[src/rtl/axis_dl_pkg.sv]
// rtl/axis_dl_pkg.sv - shared state encoding and block_cycles constants for the deadlock watchdog
package axis_dl_pkg;

    typedef enum logic [1:0] {
        IDLE     = 2'd0,
        SUSPECT  = 2'd1,
        DEADLOCK = 2'd2
    } dl_state_t;

    localparam int BLOCK_CYCLES_W = 16;
    localparam logic [BLOCK_CYCLES_W-1:0] BLOCK_CYCLES_MAX = 16'hFFFF;

    function automatic logic [BLOCK_CYCLES_W-1:0] sat_inc(input logic [BLOCK_CYCLES_W-1:0] v);
        return (v == BLOCK_CYCLES_MAX) ? v : v + BLOCK_CYCLES_W'(1);
    endfunction

endpackage

[src/rtl/axis_dl_prio_enc.sv]
// rtl/axis_dl_prio_enc.sv - lowest-index priority encoder returning index and found
module axis_dl_prio_enc #(
    parameter int WIDTH = 4,
    parameter int IDX_W = 2
) (
    input  logic [WIDTH-1:0] req,
    output logic [IDX_W-1:0] index,
    output logic             found
);

    // scan high to low so the lowest set bit is the last one written
    always_comb begin
        index = '0;
        found = 1'b0;
        for (int i = WIDTH - 1; i >= 0; i--) begin
            if (req[i]) begin
                index = IDX_W'(i);
                found = 1'b1;
            end
        end
    end

endmodule

[src/rtl/axis_deadlock_watchdog.sv]
// rtl/axis_deadlock_watchdog.sv - region deadlock watchdog; AXIS_DL_STICKY_EN makes DEADLOCK exit only by clear/reset
module axis_deadlock_watchdog
    import axis_dl_pkg::*;
#(
    parameter int                        N_PROC   = 4,
    parameter int                        N_AXIS   = 2,
    parameter logic [N_PROC*N_AXIS-1:0]  AXIS_MAP = '1,
    parameter int                        THRESH   = 16,
    localparam int                       PROC_W   = (N_PROC > 1) ? $clog2(N_PROC) : 1,
    localparam int                       AXIS_W   = (N_AXIS > 1) ? $clog2(N_AXIS) : 1,
    localparam int                       CNT_W    = $clog2(THRESH + 1)
) (
    input  logic                      clock,
    input  logic                      reset,
    input  logic                      enable,
    input  logic                      clear,
    input  logic [N_AXIS-1:0]         axis_block_sigs,
    input  logic [N_PROC-1:0]         inst_idle_sigs,
    input  logic [N_PROC-1:0]         inst_block_sigs,
    input  logic [N_PROC-1:0]         child_block,
    output logic                      suspect,
    output logic                      block,
    output logic                      culprit_valid,
    output logic [PROC_W-1:0]         culprit_proc,
    output logic [AXIS_W-1:0]         culprit_axis,
    output logic [BLOCK_CYCLES_W-1:0] block_cycles
);

    localparam logic [CNT_W:0] THRESH_C = (CNT_W + 1)'(THRESH);

    logic [N_AXIS-1:0] owned_blk [N_PROC];
    logic [N_PROC-1:0] axis_blk;
    logic [N_PROC-1:0] stop;
    logic              cond;
    logic              arm;
    logic              thresh_hit;
    logic [PROC_W-1:0] proc_idx;
    logic              proc_found;
    logic [AXIS_W-1:0] axis_idx;
    logic              axis_found;

    dl_state_t         state;
    logic [CNT_W-1:0]  cnt;

    for (genvar p = 0; p < N_PROC; p++) begin : g_proc
        assign owned_blk[p] = axis_block_sigs & AXIS_MAP[p*N_AXIS +: N_AXIS];
        assign axis_blk[p]  = child_block[p] & (|owned_blk[p]);
        assign stop[p]      = inst_idle_sigs[p] | inst_block_sigs[p] | axis_blk[p];
    end

    assign cond = enable & (|axis_blk) & (&stop);

    axis_dl_prio_enc #(
        .WIDTH (N_PROC),
        .IDX_W (PROC_W)
    ) u_proc_enc (
        .req   (axis_blk),
        .index (proc_idx),
        .found (proc_found)
    );

    axis_dl_prio_enc #(
        .WIDTH (N_AXIS),
        .IDX_W (AXIS_W)
    ) u_axis_enc (
        .req   (owned_blk[proc_idx]),
        .index (axis_idx),
        .found (axis_found)
    );

    // cond already implies both encoders found a hit; folding them in keeps the capture self-consistent
    assign arm = cond & proc_found & axis_found;

    // IDLE holds cnt at zero, so one expression covers both the THRESH==1 and counted paths
    assign thresh_hit = (state == IDLE || state == SUSPECT) &&
                        (({1'b0, cnt} + (CNT_W + 1)'(1)) == THRESH_C);

    // detection FSM with registered outputs and culprit capture on DEADLOCK entry
    always_ff @(posedge clock) begin
        if (reset || clear) begin
            state         <= IDLE;
            cnt           <= '0;
            suspect       <= 1'b0;
            block         <= 1'b0;
            culprit_valid <= 1'b0;
            culprit_proc  <= '0;
            culprit_axis  <= '0;
            block_cycles  <= '0;
        end else begin
            case (state)
                IDLE, SUSPECT: begin
                    if (!arm) begin
                        state   <= IDLE;
                        cnt     <= '0;
                        suspect <= 1'b0;
                    end else if (thresh_hit) begin
                        state         <= DEADLOCK;
                        cnt           <= '0;
                        suspect       <= 1'b0;
                        block         <= 1'b1;
                        culprit_valid <= 1'b1;
                        culprit_proc  <= proc_idx;
                        culprit_axis  <= axis_idx;
                        block_cycles  <= '0;
                    end else begin
                        state   <= SUSPECT;
                        cnt     <= cnt + CNT_W'(1);
                        suspect <= 1'b1;
                    end
                end
                DEADLOCK: begin
`ifdef AXIS_DL_STICKY_EN
                    block_cycles <= sat_inc(block_cycles);
`else
                    if (!arm) begin
                        state         <= IDLE;
                        block         <= 1'b0;
                        culprit_valid <= 1'b0;
                        culprit_proc  <= '0;
                        culprit_axis  <= '0;
                    end else begin
                        block_cycles <= sat_inc(block_cycles);
                    end
`endif
                end
                default: begin
                    state <= IDLE;
                    cnt   <= '0;
                end
            endcase
        end
    end

endmodule

[config.mk]
export PLATFORM = sky130hd
export DESIGN_NAME = axis_deadlock_watchdog
export DESIGN_NICKNAME = d
export VERILOG_FILES = /design/src/rtl/axis_dl_pkg.sv /design/src/rtl/axis_dl_prio_enc.sv /design/src/rtl/axis_deadlock_watchdog.sv
export SDC_FILE = /design/constraint.sdc
export NUM_CORES = 1
export LEC_CHECK = 0
export BUFFER_PORTS_ARGS = -buffer_cell sky130_fd_sc_hd__clkbuf_2
export CORE_MARGIN = 10
export CORE_UTILIZATION = 50
export DETAILED_ROUTE_END_ITERATION = 12
export GPL_ROUTABILITY_DRIVEN = 1
export GPL_TIMING_DRIVEN = 0
export HOLD_SLACK_MARGIN = 0.02
export PLACE_DENSITY_LB_ADDON = 0.1
export SYNTH_ARGS = -nofsm -noshare
export SYNTH_HDL_FRONTEND = slang
export SYNTH_HIERARCHICAL = 1
export SYNTH_SLANG_ARGS = --single-unit
[constraint.sdc]
create_clock -name clock -period 4.3 [get_ports clock]
set_input_delay 1.29 -clock clock [delete_from_list [all_inputs] [get_ports clock]]
set_output_delay 1.29 -clock clock [all_outputs]
set_load 0.02 [all_outputs]
Yosys cells after proc, flatten, opt, wreduce, memory -nomap -nowiden --
Index checks and enable logic that the tools add are counted.
Word-level totals: latch bits 0, memories 0, RAM bits 0, memory bits (read-only) 0, register bits 28, input bits 18
Operators by class: add/sub/neg operators 3, divide/modulo/power cells 0, multipliers 0, equal/unequal tests 9, muxes and demuxes 38, shift operators 0, bitwise logic cells 17, order comparisons 1, reductions and logical operators 11
Operator list (number):
- $mux W16 | 4
- $pmux W16 S2 | 1
- $mux W2 | 11
- $add A16 B1 Y16 const B | 1
- $eq A16 B16 Y1 const B | 1
- $mux W1 | 14
- $mux W5 | 2
- $ne A2 B2 Y1 const B | 5
- $pmux W5 S2 | 1
- $and A1 B1 Y1 | 8
- $or A1 B1 Y1 | 8
- $pmux W2 S2 | 2
- $reduce_and A4 Y1 | 2
- $add A5 B1 Y6 const B | 1
- $eq A6 B5 Y1 const B | 1
- $add A5 B1 Y5 const B | 1
- $reduce_and A5 Y1 | 1
- $bmux W2 S2 | 1
- $pmux W1 S2 | 2
- $reduce_or A2 Y1 | 2
- $reduce_or A4 Y1 | 1
- $ge A3 B3 Y1 const B | 1
- $not A2 Y3 | 1
- $eq A2 B1 Y1 const B | 1
- 5 further kinds | 6

Logic depth before layout (Yosys ltp) --
word-level depth 15, mapped depth 11, depth with buffers taken out 9

Cells and area by module --
The synthesis kept the hierarchy.
Modules (own cells, without submodules):
- axis_deadlock_watchdog | cells each 198, instances 1, area each 1621.6 µm²
- axis_dl_prio_enc at u_proc_enc | cells each 7, instances 1, area each 35.0 µm²
- axis_dl_prio_enc at u_axis_enc | cells each 2, instances 1, area each 12.5 µm²

Worst setup path after synthesis --
Ideal clock, no wire load.
path type input to register, from input axis_block_sigs[1], to register block_cycles[14], slack 0.806 ns, data required time 4.178 ns, buffers on the path 2, stages 11, data arrival time 3.372 ns, setup time 0.122 ns, cell sequence nor2_1 > and2b_2 > nor2_1 > nand2_1 > nand3_1 > or4_4 > or2_1 > buf_6 > o31a_1 > buf_6 > a221o_1
On the way: elaborated cells between the ends (all ways) 32
RTL lines:
- from (decl) | RTL line axis_deadlock_watchdog.sv:17 | input logic [N_AXIS-1:0] axis_block_sigs,
- $reduce_or A2 Y1 * | RTL line axis_deadlock_watchdog.sv:47 | assign axis_blk[p] = child_block[p] & (|owned_blk[p]);
- $and A1 B1 Y1 * | RTL line axis_deadlock_watchdog.sv:47
- named net axis_blk[0] | RTL line axis_deadlock_watchdog.sv:32 | logic [N_PROC-1:0] axis_blk;
- $mux W1 * | RTL line axis_dl_prio_enc.sv:16 | if (req[i]) begin
- named net proc_found | RTL line axis_deadlock_watchdog.sv:38 | logic proc_found;
- $and A1 B1 Y1 * (2 in a row) | RTL line axis_deadlock_watchdog.sv:72 | assign arm = cond & proc_found & axis_found;
- $ne A2 B2 Y1 (no line)
- $reduce_and A5 Y1 (no line) *
- to (signal assigned) | RTL line axis_deadlock_watchdog.sv:122 | block_cycles <= sat_inc(block_cycles);
- to (decl) | RTL line axis_deadlock_watchdog.sv:26 | output logic [BLOCK_CYCLES_W-1:0] block_cycles
The timed path passes the listed nets; every way through them passes the cells marked *. The select of a mux whose other input is x is not followed. A chain may end at the register's enable or synchronous reset.

Final worst setup path --
from input axis_block_sigs[0], to register block_cycles[11]
Same word-level chain as after synthesis.

==> run summary <==
The tool flagged a number of max-cap violations equal to 0. The number of synthesized register bits is 28. Entering global routing, the biggest net connects 16 pins. Fraction of synthesized cell area taken by the top area cell type: 0.3358. The tools report the critical path launch point type as a primary input. By area the synthesized netlist is led by dfxtp_1, nand2_1, nor2_1.

At the pin with the least slew margin, the transition time is 697.6 ps. The per-instance average area after synthesis was 8.063 um2; the half-perimeter wire length after placement was 3243 um. The die extent in x was 77.78 um.

The highest layer touched by signal routing is met4. Category of the worst setup path capture point: a register. Among all flip-flop cells after synthesis, the most frequent one is dfxtp_1. Worst-path maximum fanout: 10. The tools report the share of the core filled with cells in the final layout as 0.6252. The share of synthesized flip-flops with an asynchronous set or reset is 0, and the quantity of gates resized following cts is 0. The maximum VDD drop came out at 0.09239 mV. Worst-path cell with the longest stage delay: or4_4.

For the power share of the clock group, the log shows 0.311. Maximum operating frequency: 296.7 MHz. Counting the fill cells in the layout gives 320. The switching portion of total power is 0.2397. The worst-case headroom to the max-slew limit is 0.5322, and the total congestion overflow is 0.

The logs give 0.1317 for the global routing usage summed across all routing layers and 6049 um2 for the die footprint. The post-route met1 wirelength was 1971 um. The tools report the number of global-route vias before repair as 1,524. The number of vias after detailed routing is 1,689, and the synthesized netlist cell count is 207. The maximum level of the CTS H-tree is 1. The largest buffer count on any clock path is 2. The critical setup path kind is in2reg. The clock net in this run drives a total of 28 sinks. The number of nets at the end of the flow came out at 272. The detail route stage leaves a number of antenna-violating nets equal to 0. At the end of routability-driven placement, the weighted congestion stood at 0.8112. Yosys mapped a number of flops with a built-in enable equal to 0. Summed over all nets, the switching power comes to 0.1039 mW. TritonCTS built the clock tree.

The run gives 0.5336 as the initial standard-cell utilization of the core. The synthesis-to-layout area growth is 17.17%, and the worst-case register-to-register setup slack is 1880 ps. The port buffer count was 39. The pre-antenna-repair detailed-routing pass consisted of 4 iterations.

The final critical-path share of the clock period came out at 0.7837. The final worst clock skew is 5.848 ps, and the via-per-instance ratio is 5.745. The clock period minus worst slack was 3370 ps. Type of the worst min-delay path: reg2reg. The sequential cell fraction of total power was 0.602; the detailed-route wire length was 4079 um. Synthesized netlist net count: 228. The portion of the post-synthesis area used by sequential elements was 0.3358; the fraction of layout instances using a drive strength above 1 was 0.2520. The cell area power density came out at 221.7 nW/um2. Cell type contributing the most total cell area after synthesis: dfxtp_1. Walking the worst path, the cells encountered are clkbuf_2 -> nor2_1 -> and2b_2 -> nor2_1 -> nand2_1 -> nand3_1 -> or4_4 -> or2_1 -> buf_6 -> o31a_1 -> buf_6 -> a221o_1. The tools report the core area as 3128 um2.

Setup repair after global routing left no endpoint under its margin. The number of antenna diodes in the final layout is 0. The cell area after synthesis was 1669 um2; the part of the total power dissipated in combinational logic was 0.087.

For the setup TNS, the log shows 0 ps. The global-route wire length before repair was 6941 um. In this run the clock root is driven by a clkbuf_4. From bottom edge to top edge, the die measures 77.78 um. After the first detailed-routing iteration, the DRC count stood at 115. The number of placed instances, taps included, is 290.

At the later pin of the worst-skew pair, clock insertion delay measures 340 ps. Excluding fillers, the count of instances in the completed layout stands at 294. The cell family contributing the most delay on the critical path was simple AND/OR/NAND/NOR gates. The count of pins over their slew limit is 0, and the synthesis warning total is 6. The tools report the post-cts hold buffer count as 0. In the detailed route, the total length drawn on met3 is 348 um.

The critical path buffer and inverter count was 3; the average wire length per cell after detail routing was 13.87 um. Setup violations remaining at the end of the flow were counted as 0. The logs give 40 for the top-level port count and 49 for the number of distinct library cells after synthesis. The internal power of the cells totals 0.3296 mW. The arrival time reported for the critical path endpoint was 3610 ps. In this run the post-CTS setup repair buffer count came out at 0.

For the required time reported for the critical path endpoint, the log shows 4550 ps. In the routed design, unresolved DRC markers number 0. The hold violation count in the final report is 0.

The routed design uses 1714 um of met2 wire. The tools report the leakage power figure as 0.8085 nW. The flow ran to the end, and the final reports show no timing, DRC or antenna violations. After clock tree synthesis, the clock-pin slew on the worst setup and hold paths is 160 ps.

The number of clock buffers added by TritonCTS is 3. The number of antenna violations at the first check in global routing is 0, and the highest cell delay on the worst timing path is 530 ps. The number of rows created at floorplan was 20. Once placement finished, the instance area stood at 1919 um2. Summing all non-filler instances in the final layout gives an area of 1956 um2.
-- worst register-to-register path, cell delays in order (launching register included) --
cell and delay (ps):
dfxtp_1 420, ha_1 220, nand3_1 220, or2_2 380
or2_2 310, and3_1 170, clkbuf_1 230, a221o_2 380
-- per-layer routing --
metal,up-vias,track usage
li1,863,-
met3,5,0.04608
met4,0,0.03285
met2,47,0.1949
met5,-,0
met1,774,0.1770
-- state kept, by name, summed over array words and instances, names as in the netlist --
register,count
culprit_proc,2
culprit_valid,1
block_cycles,16
culprit_axis,1
suspect,1
cnt,5
state,2
-- Yosys cell counts, types with 4 or more instances --
cell and instances:
nand4_1 5, and2b_2 4, or2_2 4, and3_1 12
nand2b_1 4, clkbuf_1 5, a221o_1 8, nor4_1 4
nor3_1 12, dfxtp_1 28, o211ai_1 8, a21oi_1 6
inv_1 4, nand2_1 23, nor2b_1 5, nand3_1 12
nor2_1 22
-- placed cells by master (no fill, tap or decap), drive strengths merged, types with 2 or more instances in the layout --
cell type and instances:
or2 6, o31a 2, a311oi 2, and4 2
o21ai 2, nor2b 5, dfxtp 28, o211ai 8
a21oi 7, nand2 23, nor4 4, nand2b 4
nand3 12, ha 3, nor3 12, nand4 5
a211oi 2, mux2i 2, nor2 22, and2b 4
a221o 9, inv 4, and3 12, o31ai 2
clkbuf 48, buf 3
-- path summary, 6_finish.rpt --
kind / cells after the start / end / start
max: 12 / block_cycles[11]$_SDFFE_PP0P_ / axis_block_sigs[0]
min: 2 / suspect$_SDFFE_PP0P_ / suspect$_SDFFE_PP0P_
max reg2reg: 7 / block_cycles[10]$_SDFFE_PP0P_ / block_cycles[1]$_SDFFE_PP0P_
min reg2reg: 2 / suspect$_SDFFE_PP0P_ / suspect$_SDFFE_PP0P_
-- power by group through the flow --
stage | combinational, mW | clock, mW | sequential (mW)
after floorplan | 0.0233 | 0 | 0.267
after global placement | 0.0374 | 0 | 0.266
after detailed placement | 0.0379 | 0 | 0.266
after CTS | 0.0380 | 0.138 | 0.261
after global routing | 0.0425 | 0.145 | 0.261
final | 0.0378 | 0.135 | 0.261
-- kinds of logic after synthesis --
kind of cell / share of synthesized area
adder cells (fa/ha/maj): 0.02249
AND/OR/NAND/NOR: 0.3756
AO/OA/AOI/OAI: 0.2024
flip-flops: 0.3358
multiplexers: 0.01874
buffers and inverters: 0.04498
-- cell type report --
type	instances	area, um2	share of cell area
plain buffers	9	60.06	0.03071
clock buffers	4	36.28	0.01855
flip-flops and latches	28	560.5	0.2866
well taps	44	55.05	0.02815
multi-input cells	166	1033	0.5285
inverters	4	15.01	0.007678
repair buffers	39	195.2	0.09981
-- metrics by stage --
| stage | hold slack, ps | setup slack [ps] | power, mW |
|---|---|---|---|
| after floorplan | 448.5 | 806.3 | 0.2899 |
| after CTS | 481.0 | 927.2 | 0.4372 |
| after global routing | 500.4 | 808.5 | 0.4489 |
| after detailed placement | 460.1 | 559.4 | 0.3043 |
| final | 479.5 | 930.1 | 0.4335 |
| after global placement | 457.9 | 571.6 | 0.3038 |
No activity file was read; power rests on OpenSTA's default activity.
